**src/rtl/ili9341_frame_streamer.sv**
```systemverilog
// ili9341_frame_streamer
// Produces the per-frame ILI9341 command stream on the fly: a column/page
// window header followed by every RGB565 pixel as two data bytes. Each output
// word is {cs, dc, byte}. Words leave through a registered valid/ready slot,
// and pixels arrive over a second valid/ready handshake.
module ili9341_frame_streamer #(
    parameter int unsigned WIDTH  = 240,
    parameter int unsigned HEIGHT = 320,
    localparam int unsigned PIXW  = $clog2(WIDTH * HEIGHT + 1)
) (
    input  logic        clk,
    input  logic        rst,
    input  logic        start,
    input  logic [15:0] pix_data,
    input  logic        pix_valid,
    output logic        pix_ready,
    output logic [9:0]  cmd_word,
    output logic        cmd_valid,
    input  logic        cmd_ready,
    output logic        busy,
    output logic        frame_done
);

    localparam logic [15:0]     XE       = 16'(WIDTH - 32'd1);
    localparam logic [15:0]     YE       = 16'(HEIGHT - 32'd1);
    localparam logic [PIXW-1:0] PIX_LAST = PIXW'(WIDTH * HEIGHT - 32'd1);

    typedef enum logic [2:0] {
        S_IDLE   = 3'd0,
        S_HDR    = 3'd1,
        S_PIX_HI = 3'd2,
        S_PIX_LO = 3'd3,
        S_FIN    = 3'd4
    } state_t;

    state_t          state_r, state_nxt_s;
    logic [9:0]      cmd_word_r, word_nxt_s;
    logic            cmd_valid_r, valid_nxt_s;
    logic            busy_r, busy_nxt_s;
    logic            frame_done_r, done_nxt_s;
    logic [3:0]      hdr_idx_r;
    logic [PIXW-1:0] pix_cnt_r;
    logic [7:0]      lo_byte_r;
    logic            slot_free_s;
    logic            pix_ready_s;
    logic            clear_s, hdr_inc_s, lo_latch_s, cnt_inc_s;

    // Window header: CASET with XS=0/XE, PASET with YS=0/YE, then RAMWR.
    function automatic logic [9:0] hdr_word(input logic [3:0] idx);
        case (idx)
            4'd0:    hdr_word = 10'h02A;
            4'd1:    hdr_word = 10'h100;
            4'd2:    hdr_word = 10'h100;
            4'd3:    hdr_word = {2'b01, XE[15:8]};
            4'd4:    hdr_word = {2'b01, XE[7:0]};
            4'd5:    hdr_word = 10'h02B;
            4'd6:    hdr_word = 10'h100;
            4'd7:    hdr_word = 10'h100;
            4'd8:    hdr_word = {2'b01, YE[15:8]};
            4'd9:    hdr_word = {2'b01, YE[7:0]};
            4'd10:   hdr_word = 10'h02C;
            default: hdr_word = 10'h000;
        endcase
    endfunction

    // The output slot can take a new word when empty or being drained now.
    assign slot_free_s = !cmd_valid_r || cmd_ready;

    // State register.
    always_ff @(posedge clk) begin
        if (rst) begin
            state_r <= S_IDLE;
        end else begin
            state_r <= state_nxt_s;
        end
    end

    // Next-state selection.
    always_comb begin
        state_nxt_s = state_r;
        case (state_r)
            S_IDLE: begin
                if (start) state_nxt_s = S_HDR;
                else       state_nxt_s = S_IDLE;
            end
            S_HDR: begin
                if (slot_free_s && (hdr_idx_r == 4'd10)) state_nxt_s = S_PIX_HI;
                else                                     state_nxt_s = S_HDR;
            end
            S_PIX_HI: begin
                if (slot_free_s && pix_valid) state_nxt_s = S_PIX_LO;
                else                          state_nxt_s = S_PIX_HI;
            end
            S_PIX_LO: begin
                if (!slot_free_s)                state_nxt_s = S_PIX_LO;
                else if (pix_cnt_r == PIX_LAST)  state_nxt_s = S_FIN;
                else                             state_nxt_s = S_PIX_HI;
            end
            S_FIN: begin
                if (cmd_valid_r && cmd_ready) state_nxt_s = S_IDLE;
                else                          state_nxt_s = S_FIN;
            end
            default: state_nxt_s = S_IDLE;
        endcase
    end

    // Per-state datapath controls; an unrefilled slot drains to empty.
    always_comb begin
        pix_ready_s = 1'b0;
        word_nxt_s  = cmd_word_r;
        valid_nxt_s = cmd_valid_r && !cmd_ready;
        busy_nxt_s  = busy_r;
        done_nxt_s  = 1'b0;
        clear_s     = 1'b0;
        hdr_inc_s   = 1'b0;
        lo_latch_s  = 1'b0;
        cnt_inc_s   = 1'b0;
        case (state_r)
            S_IDLE: begin
                if (start) begin
                    busy_nxt_s = 1'b1;
                    clear_s    = 1'b1;
                end else begin
                    busy_nxt_s = 1'b0;
                end
            end
            S_HDR: begin
                if (slot_free_s) begin
                    word_nxt_s  = hdr_word(hdr_idx_r);
                    valid_nxt_s = 1'b1;
                    hdr_inc_s   = 1'b1;
                end else begin
                    hdr_inc_s = 1'b0;
                end
            end
            S_PIX_HI: begin
                pix_ready_s = slot_free_s;
                if (slot_free_s && pix_valid) begin
                    word_nxt_s  = {2'b01, pix_data[15:8]};
                    valid_nxt_s = 1'b1;
                    lo_latch_s  = 1'b1;
                end else begin
                    lo_latch_s = 1'b0;
                end
            end
            S_PIX_LO: begin
                if (slot_free_s) begin
                    word_nxt_s  = {2'b01, lo_byte_r};
                    valid_nxt_s = 1'b1;
                    cnt_inc_s   = 1'b1;
                end else begin
                    cnt_inc_s = 1'b0;
                end
            end
            S_FIN: begin
                if (cmd_valid_r && cmd_ready) begin
                    done_nxt_s = 1'b1;
                    busy_nxt_s = 1'b0;
                end else begin
                    done_nxt_s = 1'b0;
                end
            end
            default: begin
                valid_nxt_s = 1'b0;
                busy_nxt_s  = 1'b0;
            end
        endcase
    end

    // Output slot, status flags, header index, pixel counter and low-byte latch.
    always_ff @(posedge clk) begin
        if (rst) begin
            cmd_word_r   <= 10'h000;
            cmd_valid_r  <= 1'b0;
            busy_r       <= 1'b0;
            frame_done_r <= 1'b0;
            hdr_idx_r    <= 4'd0;
            pix_cnt_r    <= '0;
            lo_byte_r    <= 8'h00;
        end else begin
            cmd_word_r   <= word_nxt_s;
            cmd_valid_r  <= valid_nxt_s;
            busy_r       <= busy_nxt_s;
            frame_done_r <= done_nxt_s;
            if (clear_s)        hdr_idx_r <= 4'd0;
            else if (hdr_inc_s) hdr_idx_r <= hdr_idx_r + 4'd1;
            else                hdr_idx_r <= hdr_idx_r;
            if (clear_s)        pix_cnt_r <= '0;
            else if (cnt_inc_s) pix_cnt_r <= pix_cnt_r + {{(PIXW-1){1'b0}}, 1'b1};
            else                pix_cnt_r <= pix_cnt_r;
            if (lo_latch_s)     lo_byte_r <= pix_data[7:0];
            else                lo_byte_r <= lo_byte_r;
        end
    end

    assign cmd_word   = cmd_word_r;
    assign cmd_valid  = cmd_valid_r;
    assign busy       = busy_r;
    assign frame_done = frame_done_r;
    assign pix_ready  = pix_ready_s;

endmodule

```
**config.mk**
```make
export PLATFORM = sky130hd
export DESIGN_NAME = ili9341_frame_streamer
export DESIGN_NICKNAME = d
export VERILOG_FILES = /design/src/rtl/ili9341_frame_streamer.sv
export SDC_FILE = /design/constraint.sdc
export NUM_CORES = 1
export LEC_CHECK = 0
export ABC_AREA = 1
export CORE_MARGIN = 3
export CORE_UTILIZATION = 30
export DETAILED_ROUTE_END_ITERATION = 8
export GPL_TIMING_DRIVEN = 0
export SYNTH_ARGS = -nofsm -noshare
export SYNTH_HDL_FRONTEND = slang
export SYNTH_SLANG_ARGS = --single-unit
```
**constraint.sdc**
```tcl
create_clock -name clk -period 3.05 [get_ports clk]
set_input_delay 0.61 -clock clk [delete_from_list [all_inputs] [get_ports clk]]
set_output_delay 0.61 -clock clk [all_outputs]
set_load 0.02 [all_outputs]
```
; After elaboration in Yosys (flattened, before gate mapping)
; Memory sizes are Yosys's and may differ from the RTL's. A register that Yosys moved wholly into a read port is not among the register bits.
; Index checks and enable logic that the tools add are counted.
[totals]
input_bits = 21
mem_bits_ro = 144
n_memories = 1
word_cells = 66
ff_bits = 45
[op_classes]
muxes = 27
reduce_logical = 16
n_addsub = 2
bitwise = 2
eq_ne = 10
[memory_table]
columns = name, depth, width, rd, rd_ports_with_merged_regs, wr, line
row1 = (name not given), 16, 9, 1, 1, 0, 50  ; case (idx)
[op_table]
columns = op, count
row1 = $mux 10, 3
row2 = $pmux 10 s3, 1
row3 = $add 17x1->17 const B, 1
row4 = $eq 17x17->1 const B, 1
row5 = $pmux 3 s5, 1
row6 = $mux 1, 14
row7 = $mux 3, 3
row8 = $mux 4, 2
row9 = $ne 2x2->1 const B, 4
row10 = $reduce_or 2->1, 4
row11 = $eq 3x2->1 const B, 2
row12 = $pmux 1 s3, 2
row13 = $add 4x1->4 const B, 1
row14 = $eq 4x4->1 const B, 1
row15 = $logic_and 1x1->1, 4
row16 = $reduce_and 4->1, 1
row17 = $eq 3x1->1 const B, 1
row18 = $eq 3x3->1 const B, 1
row19 = $logic_not 3->1, 1
row20 = $reduce_bool 3->1, 1
row21 = $reduce_or 3->1, 1
row22 = $logic_not 1->1, 2
row23 = $mux 2, 1
row24 = $not 1->1, 2
row25 = other kinds (2), 2

; Logic depth before layout (Yosys ltp)
; Gate-level depths: netlist of run 1.
[depth]
word_depth = 6
ltp_mapped = 12
mapped_depth_nobuf = 11

; Worst setup path before layout of run 1
; OpenSTA, ideal clock, no wires.
[synth_path]
path_type = input to register
startpoint = input port rst
endpoint = register with a tool-made name
setup_time_ns = 0.062
path_slack_ns = 1.194
stages = 10
arrival_time_ns = 1.794
t_required_ns = 2.988
path_buffers = 1
cell_sequence = clkinv_1 > nand2_1 > inv_1 > buf_2 > nand3_1 > inv_1 > ha_1 > nor2_1 > nand2_1 > nand3_1
[synth_rtl]
columns = element, line
row1 = start: declaration, 12  ; input logic rst,

; Final worst setup path of run 1
[layout_path]
startpoint = input port cmd_ready
endpoint = output port pix_ready
[layout_via]
elab_chain_cells = 2
[layout_lines]
columns = element, line
row1 = start: declaration, 19  ; input logic cmd_ready,
row2 = $logic_or 1x1->1, 67  ; assign slot_free_s = !cmd_valid_r || cmd_ready;
row3 = $mux 1, 118  ; case (state_r)
row4 = end: declaration, 16  ; output logic pix_ready,
; Every way passes these cells.

==> results of run 1 <==
## per-layer routing
layer | up-vias | routed length, um | track usage | share of wire
li1 | 1293 | - | - | -
met1 | 1028 | 2790 | 0.164 | 0.50
met2 | 44 | 2450 | 0.201 | 0.44
met3 | 5 | 236 | 0.0215 | 0.042
met4 | 0 | 74 | 0.0415 | 0.013
met5 | - | 0 | 0 | 0
## through the flow
step / std cells / worst slack, ps
2_1_floorplan: 387 / 1190
3_3_place_gp: 522 / 273
3_5_place_dp: 522 / 276
4_1_cts: 530 / 442
5_1_grt: 530 / 299
6_report: 530 / 464
## critical path: stages
cell and delay, ps:
clkdlybuf4s50_1 470, nor2_2 270, nor2_1 80, clkdlybuf4s50_1 540
## final timing paths
kind                                  from        end  slack [ps]  cells past startpoint
worst max-delay path             cmd_ready  pix_ready         460                      4
worst max register to register  state_r[0]  flip-flop        1060                     11
worst min register to register        busy       busy         470                      2
worst min-delay path                  busy       busy         470                      2
## power breakdown
part / leakage [nW] / internal (mW) / total (mW) / switching [mW]
combinational: 0.800 / 0.0792 / 0.173 / 0.0941
sequential: 0.414 / 0.689 / 0.702 / 0.0132
clock: 0.0484 / 0.186 / 0.405 / 0.218
## cell families after synthesis
kind of cell | after synthesis
xor+xnor | 3
other cells | 1
compound gates | 45
buf+inv | 48
flops | 51
fa+ha+maj | 6
simple gates | 233
## cells in the final DEF (no fill, tap or decap)
master,n
o21ai_1,2
buf_2,2
clkbuf_8,6
conb_1,1
buf_4,2
o21ai_0,17
clkinv_4,1
nand3b_1,1
or2_2,1
buf_6,1
nand4_1,6
nor3_1,4
nor4_1,1
inv_2,5
nor2_4,2
xor2_1,2
nor2_2,3
nor2_1,70
clkbuf_1,2
clkdlybuf4s50_1,33
nand2_1,121
a21o_1,1
buf_1,1
dfxtp_1,51
nand3_1,21
xnor2_1,1
nand2_2,3
inv_1,35
a31oi_1,2
ha_1,6
a21oi_1,23
clkinv_1,1
## final cells by class
cell class | instances | share of cell area
Buffer | 7 | 0.0143
Tap cell | 102 | 0.0416
Clock inverter | 1 | 0.00286
Timing Repair Buffer | 33 | 0.108
Sequential cell | 51 | 0.333
Inverter | 41 | 0.0502
Multi-Input combinational cell | 288 | 0.422
Clock buffer | 7 | 0.0282
==> results.md, run 1 <==
* Power Dens Cells at 417 nW/um^2
* FF+latch count, synth at 51
* Diode count at 0
* Routed Antenna Nets at 0
* Startpoint types: input pin
* Worst-path clk slew at 90 ps
* Max Cap Viol at 0
* Xor-xnor portion of the synthesized cell area at 0.0105
* Cell taking the most area after synthesis: dfxtp_1
* Critical Path RT at 2440 ps
* Syn avg cell area at roughly 6.5 um^2
* Filler instances at 842
* Post-route DRC violation count at 0
* Placed instance area at 2970 um^2
* Number of synthesized flops with an enable pin at 0
* Synth area leaders: dfxtp_1, nand2_1, nor2_1
* Top cells by count, synth: nand2_1, nor2_1, dfxtp_1, inv_1, a21oi_1
* Synth async-reset ratio at 0
* Die ar. at ~9500 um^2
* GRT Util Overall at 0.123
* PostCTS Resize Cnt at 0
* Initial drt markers at 83
* Die Y at 97.5 um
* CTS tree: built
* F_max at 387 MHz
* Fin. Hold Viols at 0
* Port Buffers at 33
* Finished Core Util at 0.387
* Final TNS setup at 0 ps
* RSZ-0062 raised after global routing: false
* Reg area at around 1000 um^2
* Initial antenna violation count at 0
* Syn_nets at 414
* Footprint of the multi-input gates at roughly 1300 um^2
* Max-slew violations at 0
* Crit path kind: in -> out
* Clock Tree Buf Depth at 2
* Setup crit end kind: output port
* Gpl congestion at 0.811
* Post-CTS Setup Inserts at 0
* Synth Instances at 387
* LEAKAGE at 1.26 nW
* Worst clock skew at 4.98 ps
* Cts hold-fix bufs at 0
* CTS Sinks at 51
* WL per Instance at 10.5 um
* Period minus WS final at approximately 2600 ps
* Routed WL at about 5600 um
* Post-synth top area share at 0.406
* Cts bufs inserted at 5
* Vias at 2370
* Hold WC Path Type: reg -> reg
* Core area at slightly below 8000 um^2
* Clock latency on the worst-skew pair at 300 ps
* Root Driver: clkbuf_8
* Fraction of the mapped netlist area in adder cells at 0.0299
* H-tree depth at 2
* Die width at 97.5 um
* Post-synthesis compound-gate area fraction at 0.0916
* Nets at 454
* Fin area at ~3100 um^2
* Largest net degree at the start of global routing at 16
* Max VDD drop at ~0.00015 V
* Worst Path Arrival at 1980 ps
* # setup viols final at 0
* First-pass GRT wire length at 10000 um
* Status: complete, no violations
* Rows at 32
* Most common cell in the netlist: nand2_1
* Cell variety after synth at 29
* Vias in the first global route at approximately 2300
* Initial core utilization at 0.317
* Final Cycle Share at 0.848
* Ports at 35
* Crit Path Max Fanout at 5
* TritonRoute pass-1 iters at 4
* Post-DR vias/cell at roughly 4.5
* Share of cells above drive strength 1 at 0.0607
* Largest family of logic cells by synthesized area: simple AND/OR/NAND/NOR gates
* Power Total at 1.28 mW
* Detailed placement HPWL at approximately 4300 um
* Post-synthesis sequential area ratio at 0.406
* Cell Area, Synth at approximately 2500 um^2
* Post-Synth Simple-Gate Area at 0.382
* Area growth syn-to-layout at 22.0%
* Global route total overflow at 0
* Synth warnings at 0
* Most used DFF post-synth: dfxtp_1
* Hold WS at 467 ps
* Mux contribution to synthesized area at 0
Note: power is estimated with default switching activity, not from simulation.
==> run 2, diff against run 1 <==
Clock period 3.05 ns to 2.5 ns, I/O delays scaled along.
==> run 2 against run 1 <==
Effect of this change:
- first-iteration DRC count decreased by 2.4%
- critical path depth grew 7
- non-clock buffer count is the same
- hold slack improved by 1.2 ps
- worst setup slack lost 220 ps
- final cell count unchanged
==> results.md, run 2 (synthesis gave the netlist of run 1 again) <==
* Startpoint types: input pin (unchanged)
* Routed WL at 5570 um (was 5560 um)
* Max-slew violations at 0 (unchanged)
* Diode count at 0 (unchanged)
* Die width at 97.5 um (unchanged)
* Vias in the first global route at 2306 (unchanged)
* Worst Path Arrival at 2490 ps (was 1980 ps)
* Port Buffers at 33 (unchanged)
* Internal at 1.17 mW (was 0.955 mW)
* TritonRoute pass-1 iters at 4 (unchanged)
* Vias at 2377 (was 2370)
* Worst clock skew at 4.61 ps (was 4.98 ps)
* Detailed placement HPWL at 4320 um (unchanged)
* Global route total overflow at 0 (unchanged)
* GRT Util Overall at 0.123 (unchanged)
* Sw Share at 0.255 (was 0.254)
* Routed Antenna Nets at 0 (unchanged)
* Clock latency on the worst-skew pair at 300 ps (about the same)
* Max VDD drop at 0.000180 V (was 0.000148 V)
* Post-route DRC violation count at 0 (unchanged)
* Critical Path RT at 2740 ps (was 2440 ps)
* WL per Instance at 10.5 um (about the same)
* Die Y at 97.5 um (unchanged)
* Initial drt markers at 81 (was 83)
* LEAKAGE at 1.28 nW (was 1.26 nW)
* CTS Sinks at 51 (unchanged)
* Crit path kind: in -> reg (was in -> out)
* Post-DR vias/cell at 4.48 (was 4.47)
* Final TNS setup at 0 ps (unchanged)
* Gpl congestion at 0.811 (unchanged)
* Final Cycle Share at 0.902
* Fin. Hold Viols at 0 (unchanged)
* Power Total at 1.56 mW (was 1.28 mW)
* Sw Pwr at 0.398 mW (was 0.326 mW)
* Root Driver: clkbuf_8 (unchanged)
* Core area at 7930 um^2 (unchanged)
* Comb pwr share at 0.136 (was 0.135)
* Most common cell after layout, fill and taps aside: nand2_1 (unchanged)
* Ports at 35 (unchanged)
* Fin area at 3080 um^2 (was 3070 um^2)
* Power Dens Cells at 508 nW/um^2 (was 417 nW/um^2)
* Share of cells above drive strength 1 at 0.0654 (was 0.0607)
* Crit Path Max Fanout at 10 (was 5)
* Worst-path clk slew at 90 ps (about the same)
* First-pass GRT wire length at 10000 um (unchanged)
* Hold WC Path Type: reg -> reg (unchanged)
* Initial core utilization at 0.317 (unchanged)
* Cts bufs inserted at 5 (unchanged)
* Clock power frac at 0.316 (about the same)
* Area growth syn-to-layout at 22.3% (was 22.0%)
* Initial antenna violation count at 0 (unchanged)
* H-tree depth at 2 (unchanged)
* Rows at 32 (unchanged)
* Placed instance area at 2970 um^2 (unchanged)
* Period minus WS final at 2250 ps
* Largest net degree at the start of global routing at 16 (unchanged)
* # setup viols final at 0 (unchanged)
* Commonest cells after routing, fill and taps aside: nand2_1, nor2_1, dfxtp_1 (unchanged)
* Status: complete, no violations (unchanged)
* Flop pwr share at 0.548 (was 0.549)
* Nets at 454 (unchanged)
* Setup crit end kind: flip-flop (was output port)
* F_max at 444 MHz
* Max Cap Viol at 0 (unchanged)
* Die ar. at 9510 um^2 (unchanged)
* CTS tree: built (unchanged)
* Clock Tree Buf Depth at 2 (unchanged)
* RSZ-0062 raised after global routing: false (unchanged)
run 2: critical path: stages:
cell	delay (ps)
clkdlybuf4s50_1	550
clkinvlp_4	210
nand2_2	180
inv_1	70
buf_2	190
nand3_1	170
inv_1	70
ha_1	290
nor2_1	100
nand2_1	80
o21ai_1	80
run 2: stage by stage:
| stage | utilization | hold WS, ps | std cells | setup slack (ps) |
|---|---|---|---|---|
| 3_5_place_dp | 0.375 | 453 | 522 | -164 |
| 4_1_cts | 0.387 | 467 | 530 | 16.9 |
| 2_1_floorplan | - | 452 | 387 | 754 |
| 3_3_place_gp | 0.375 | 446 | 522 | -167 |
| 5_1_grt | 0.388 | 501 | 530 | 21.4 |
| 6_report | 0.388 | 468 | 530 | 246 |
run 2: path summary, 6_finish.rpt:
kind / to / cells after the start / from / slack, ps
worst max-delay path: flip-flop / 11 / rst / 250
worst min-delay path: busy / 2 / busy / 470
worst max register to register: flip-flop / 11 / state_r[0] / 560
worst min register to register: busy / 2 / busy / 470
run 2: area by class of cell:
| class | instances | area, um^2 |
|---|---|---|
| fillers | 839 | 4850 |
| multi-input cells | 288 | 1300 |
| flip-flops and latches | 51 | 1020 |
| repair buffers | 33 | 333 |
| inverters | 41 | 158 |
| well taps | 102 | 128 |
| clock buffers | 7 | 86.3 |
| plain buffers | 7 | 43.8 |
| clock inverters | 1 | 8.76 |
run 2: what timing repair did:
item | in CTS | in global routing
gates resized for setup | 0 | 3
hold buffers | 0 | 0
setup buffers | 0 | 0
setup endpoints to repair | 0 | 3
run 2: layer usage:
metal | part of all wire | routed length [um] | track usage
met5 | 0 | 0 | 0
met4 | 0.013 | 74 | 0.0415
met3 | 0.041 | 226 | 0.0215
met2 | 0.44 | 2460 | 0.201
met1 | 0.50 | 2800 | 0.164
run 2: power by group through the flow:
stage / Clock, mW / Sequential, mW / Combinational (mW)
after floorplan: 0 / 0.893 / 0.106
after global placement: 0 / 0.875 / 0.212
after detailed placement: 0 / 0.876 / 0.214
after CTS: 0.513 / 0.857 / 0.215
after global routing: 0.540 / 0.861 / 0.242
final: 0.494 / 0.857 / 0.213
==> variant 1, RTL diff (config.mk and constraints of run 2) <==
`cmd_word_r` no longer has a reset.
--- a/src/rtl/ili9341_frame_streamer.sv
+++ b/src/rtl/ili9341_frame_streamer.sv
@@ -170,7 +170,6 @@
     // Output slot, status flags, header index, pixel counter and low-byte latch.
     always_ff @(posedge clk) begin
         if (rst) begin
-            cmd_word_r   <= 10'h000;
             cmd_valid_r  <= 1'b0;
             busy_r       <= 1'b0;
             frame_done_r <= 1'b0;
@@ -178,7 +177,6 @@
             pix_cnt_r    <= '0;
             lo_byte_r    <= 8'h00;
         end else begin
-            cmd_word_r   <= word_nxt_s;
             cmd_valid_r  <= valid_nxt_s;
             busy_r       <= busy_nxt_s;
             frame_done_r <= done_nxt_s;
@@ -193,6 +191,10 @@
         end
     end
 
+    always_ff @(posedge clk) begin
+        cmd_word_r <= word_nxt_s;
+    end
+
     assign cmd_word   = cmd_word_r;
     assign cmd_valid  = cmd_valid_r;
     assign busy       = busy_r;
Behaviour: differs if rst is asserted again (counterexample within 4 cycles, from zero or initial values and one cycle with rst high); with rst held inactive, the same outputs for 10 cycles.
==> variant 1 against run 2 <==
- routed wire length fell by 5.4%
- clock power rose by 2%
- setup slack got worse by 23 ps
- power rose by 0.78%
- design area fell by 2.5%
- synthesized area fell by 2.9%
- combinational power fell by 11%
- sequential cell count did not move
==> variant 1: results (changes against run 2) <==
worst hold path type=reg -> reg; r2r endpoint=cmd_word[7]$_DFFE_PP_; largest net degree at the start of global routing=17 (+1); Synth Area in Adders=3.08% (+0.089 points); detailed placer's ending HPWL=4.07 mm (-5.8%); Pleak=0.00126 uW (-1.7%); syn_nets=369 (-11%); DR pass1 iterations=4 (unchanged); Crit path max-delay family=simple AND/OR/NAND/NOR gates; slowest library cell on the worst path=clkdlybuf4s50_1; via count=2180 (-8.3%); asr flop ratio synth=0% (unchanged); Num CTS Buffers=5 (unchanged); actual slew at the worst max-slew pin=about 560 ps; register area share after synthesis=45.5% (+4.9 points); maximum vdd drop=0.000269 V (+50%); first-pass GRT wire length=9.16 mm (-8.8%); vias in the first global route=2059 (-11%); Post-synth top cells=83 x nand2_1, 50 x nor2_1, 47 x inv_1; outcome=finished clean; CP arrival=2480 ps; CP Max Fanout=10 (unchanged); share of layout cells above drive strength 1=7.57% (+1.0 points); R2R depth=7 (-4); mux cell area share after synthesis=0% (unchanged); top cells by area, synth=dfxtp_1 34%, nand2_1 13%, edfxtp_1 11%; Yosys cell types=30 (+3.4%); Hold WS=445 ps (-23.3 ps); fill count=829 (-1.2%); worst-skew pair later-pin latency=300 ps (about the same); Setup Skew=10.6 ps (+5.96 ps); initial DRC count=117 (+44%); number of H-tree levels=2 (unchanged); Hold Path Stages=2 (unchanged); worst hold path endpoint=pix_cnt_r[5]$_SDFFE_PP0P_; gr usage total=12.5% (+0.21 points); Placer Congestion=0.824 (+1.6%); ant diodes=0 (unchanged); setup bufs post-CTS=0 (unchanged); Post-Route WL=5.27 mm (-5.4%); crit path from=cmd_ready; R2R Path Start=state_r[2]$_SDFF_PP0_; R2R setup slack=490 ps (-70 ps); I/O Buffers=33 (unchanged); critical path's largest stage delay=500 ps (-50 ps); xor-xnor portion of the synthesized cell area=1.08% (+0.031 points); Root Buffer=clkbuf_8; Synth warnings=0 (unchanged); initial antenna violation count=0 (unchanged); Post-synth EDFFs=9 (+9); Clock Tree Buf Depth=2 (unchanged); Final nets=409 (-9.9%); Compound-Gate Fraction of Synth Area=8.66% (-0.50 points); worst hold start=pix_cnt_r[5]$_SDFFE_PP0P_; Reg clk slew, reported paths=approximately 100 ps
==> variant 1: how the worst max path moves through the flow <==
stage / end / slack (ps) / cells past startpoint
2_1_floorplan: cmd_word[0]$_DFFE_PP_ / 650 / 7
6_report: register / 220 / 13
5_1_grt: register / 30 / 13
4_1_cts: pix_ready / 50 / 7
3_3_place_gp: cmd_word[8]$_DFFE_PP_ / -170 / 7
3_5_place_dp: cmd_word[2]$_DFFE_PP_ / -220 / 7
==> variant 1: report_power, final <==
group / internal, uW / switching (uW)
Combinational: 85.4 / 105
Sequential: 868 / 13.2
Clock: 226 / 278
Total: 1180 / 396
==> variant 1: per-layer routing <==
layer	up-vias	wire [um]	share of wire, %	track usage (%)
met5	-	0	0	0
met4	0	53	1.0	4.03
met3	5	258	4.9	2.89
met2	36	2500	47	21.3
met1	971	2460	47	15.6
li1	1168	-	-	-
==> variant 1: through the flow <==
stage	area [um2]	setup WS [ps]	power (uW)	instances
after floorplan	2440	654	1010	342
after global placement	2900	-175	1090	477
after detailed placement	2900	-218	1090	477
after CTS	3000	45.5	1600	485
after global routing	3000	26.9	1660	485
final	3000	224	1580	485
==> variant 1: cell type report <==
cell class	count	share of cell area, %
Inverter	53	6.63
Tap cell	102	4.26
Sequential cell	51	37.0
Clock buffer	6	2.75
Multi-Input combinational cell	233	37.0
Clock inverter	2	0.542
Timing Repair Buffer	33	10.8
Buffer	5	0.960
==> variant 1: cells by family after synthesis <==
logic type	Yosys count
AO/OA/AOI/OAI	39
XOR/XNOR	3
adder cells (fa/ha/maj)	6
buffers and inverters	58
flip-flops	51
other	1
AND/OR/NAND/NOR	184
==> variant 1: timing repair <==
item / CTS / global route
resized for setup: 1 / 4
hold endpoints to repair: 0 / 0
setup endpoints to repair: 1 / 10
pin swaps: 0 / 0
==> variant 2, RTL diff (config.mk and constraints of run 2) <==
Without the edit above. Change the parameter `WIDTH` from 240 to 236.
--- a/src/rtl/ili9341_frame_streamer.sv
+++ b/src/rtl/ili9341_frame_streamer.sv
@@ -4,7 +4,7 @@
 // word is {cs, dc, byte}. Words leave through a registered valid/ready slot,
 // and pixels arrive over a second valid/ready handshake.
 module ili9341_frame_streamer #(
-    parameter int unsigned WIDTH  = 240,
+    parameter int unsigned WIDTH  = 236,
     parameter int unsigned HEIGHT = 320,
     localparam int unsigned PIXW  = $clog2(WIDTH * HEIGHT + 1)
 ) (
Formal check against the unedited RTL: not equivalent (Yosys sat finds a counterexample within 10 cycles, from zero or initial values and one cycle with rst high).
==> variant 2 against run 2 <==
- synthesized area rose by 8.5%
- largest cell class unchanged
- sequential share of layout area down 2.3 points
- setup slack worse by 66 ps
- synthesized cell count down 2.6%
- power is 11% higher
- sequential cell count unchanged
- design area up 7.6%
- routed wire length is 8.8% higher
- non-clock buffer count unchanged
==> variant 2: results (changes against run 2) <==
top cells by area, synth=dfxtp_1 37%, nand2_1 12%, nor2_1 6.2%; first-pass GRT wire length=10.5 mm (+4.7%); via count=2355 (-0.93%); CP arrival=1820 ps (-670 ps); Placer Congestion=0.819 (+1.0%); syn_nets=405 (-2.2%); share of layout cells above drive strength 1=14.4% (+7.8 points); gr usage total=12.4% (+0.082 points); final non-filler cell total=526 (-0.75%); Final nets=445 (-2.0%); placed instance area=3190 um2 (+7.4%); detailed placer's ending HPWL=4.60 mm (+6.5%); CP Max Fanout=9 (-1); Setup Skew=16.8 ps (+12.2 ps); Pleak=0.00131 uW (+2.3%); Post-Place Cells=518 (-0.77%); Post-synth top cells=84 x nand2_1, 51 x dfxtp_1, 45 x nor2_1; Avg Inst Size Synth=7.23 um2 (+11%); vias in the first global route=2276 (-1.3%); Yosys cell types=32 (+10%); register area share after synthesis=37.4% (-3.2 points); crit path from=cmd_ready; fill count=911 (+8.6%); outcome=finished clean; critical path's largest stage delay=520 ps (-30 ps); wire per inst=11.5 um (+9.6%)
[variant 2: cell types whose count changed in the layout (fill, tap and decap cells not counted), sizes merged, moves of 2 or more]
| cell | before | now |
|---|---|---|
| nand3 | 21 | 32 |
| nor3 | 4 | 7 |
| nor2 | 75 | 58 |
| xor2 | 2 | 0 |
| a21oi | 23 | 31 |
| inv | 40 | 47 |
| buf | 6 | 4 |
| o21ai | 19 | 30 |
| clkinv | 1 | 5 |
| nand2 | 124 | 94 |
[variant 2: what timing repair did]
action | in CTS | in global routing
resized for setup | 1 | 0
endpoints found under the setup margin | 1 | 0
buffers inserted | 0 | 0
[variant 2: how the worst min path moves through the flow]
stage | slack, ps | end | cells past startpoint | start
final | 450 | lo_byte_r[7]$_SDFFE_PP0P_ | 2 | lo_byte_r[7]$_SDFFE_PP0P_
after global placement | 430 | lo_byte_r[7]$_SDFFE_PP0P_ | 2 | lo_byte_r[7]$_SDFFE_PP0P_
after CTS | 460 | lo_byte_r[7]$_SDFFE_PP0P_ | 2 | lo_byte_r[7]$_SDFFE_PP0P_
after global routing | 480 | lo_byte_r[7]$_SDFFE_PP0P_ | 2 | lo_byte_r[7]$_SDFFE_PP0P_
after floorplan | 430 | lo_byte_r[7]$_SDFFE_PP0P_ | 2 | lo_byte_r[7]$_SDFFE_PP0P_
after detailed placement | 440 | lo_byte_r[7]$_SDFFE_PP0P_ | 2 | lo_byte_r[7]$_SDFFE_PP0P_
[variant 2: worst max-delay path, delay by kind of cell]
family	cells	cell delay [ps]
buffers and inverters	4	1060
and+or+nand+nor	2	260
[variant 2: metal layers]
metal	vias up	GRT usage (%)	share of wire [%]
met5	-	0	0
li1	1283	-	-
met4	0	4.29	1.1
met2	48	19.3	43
met3	4	2.41	5.4
met1	1020	17.2	50
[variant 2: cells by family after synthesis]
family / count (synthesis) / synth area share [%]
AOI/OAI and AO/OA: 63 / 12.9
adders and majority gates: 7 / 3.21
buffers and inverters: 58 / 9.41
DFF: 51 / 37.4
other: 1 / 0.138
and+or+nand+nor: 197 / 36.9
[variant 2: area by class of cell]
| cell class | instances | share of cell area [%] |
|---|---|---|
| sequential | 51 | 30.9 |
| tap | 108 | 4.08 |
| multi-input combinational | 268 | 43.8 |
| inverter | 51 | 6.05 |
| buffer | 7 | 1.70 |
| clock buffer | 6 | 2.50 |
| clock inverter | 2 | 1.06 |
| timing repair buffer | 33 | 9.95 |
[variant 2: metrics by stage]
stage,hold slack [ps],utilization (%),power (uW),setup slack [ps]
after detailed placement,443,36.4,1160,-92.2
after global placement,435,36.4,1160,-116
final,452,37.7,1740,180
after CTS,457,37.7,1750,180
after floorplan,426,-,1060,768
after global routing,483,37.7,1820,63.9
[variant 2: power breakdown]
group          internal (uW)  switching, uW
Clock                    324            273
Sequential               848           21.7
Combinational            118            156
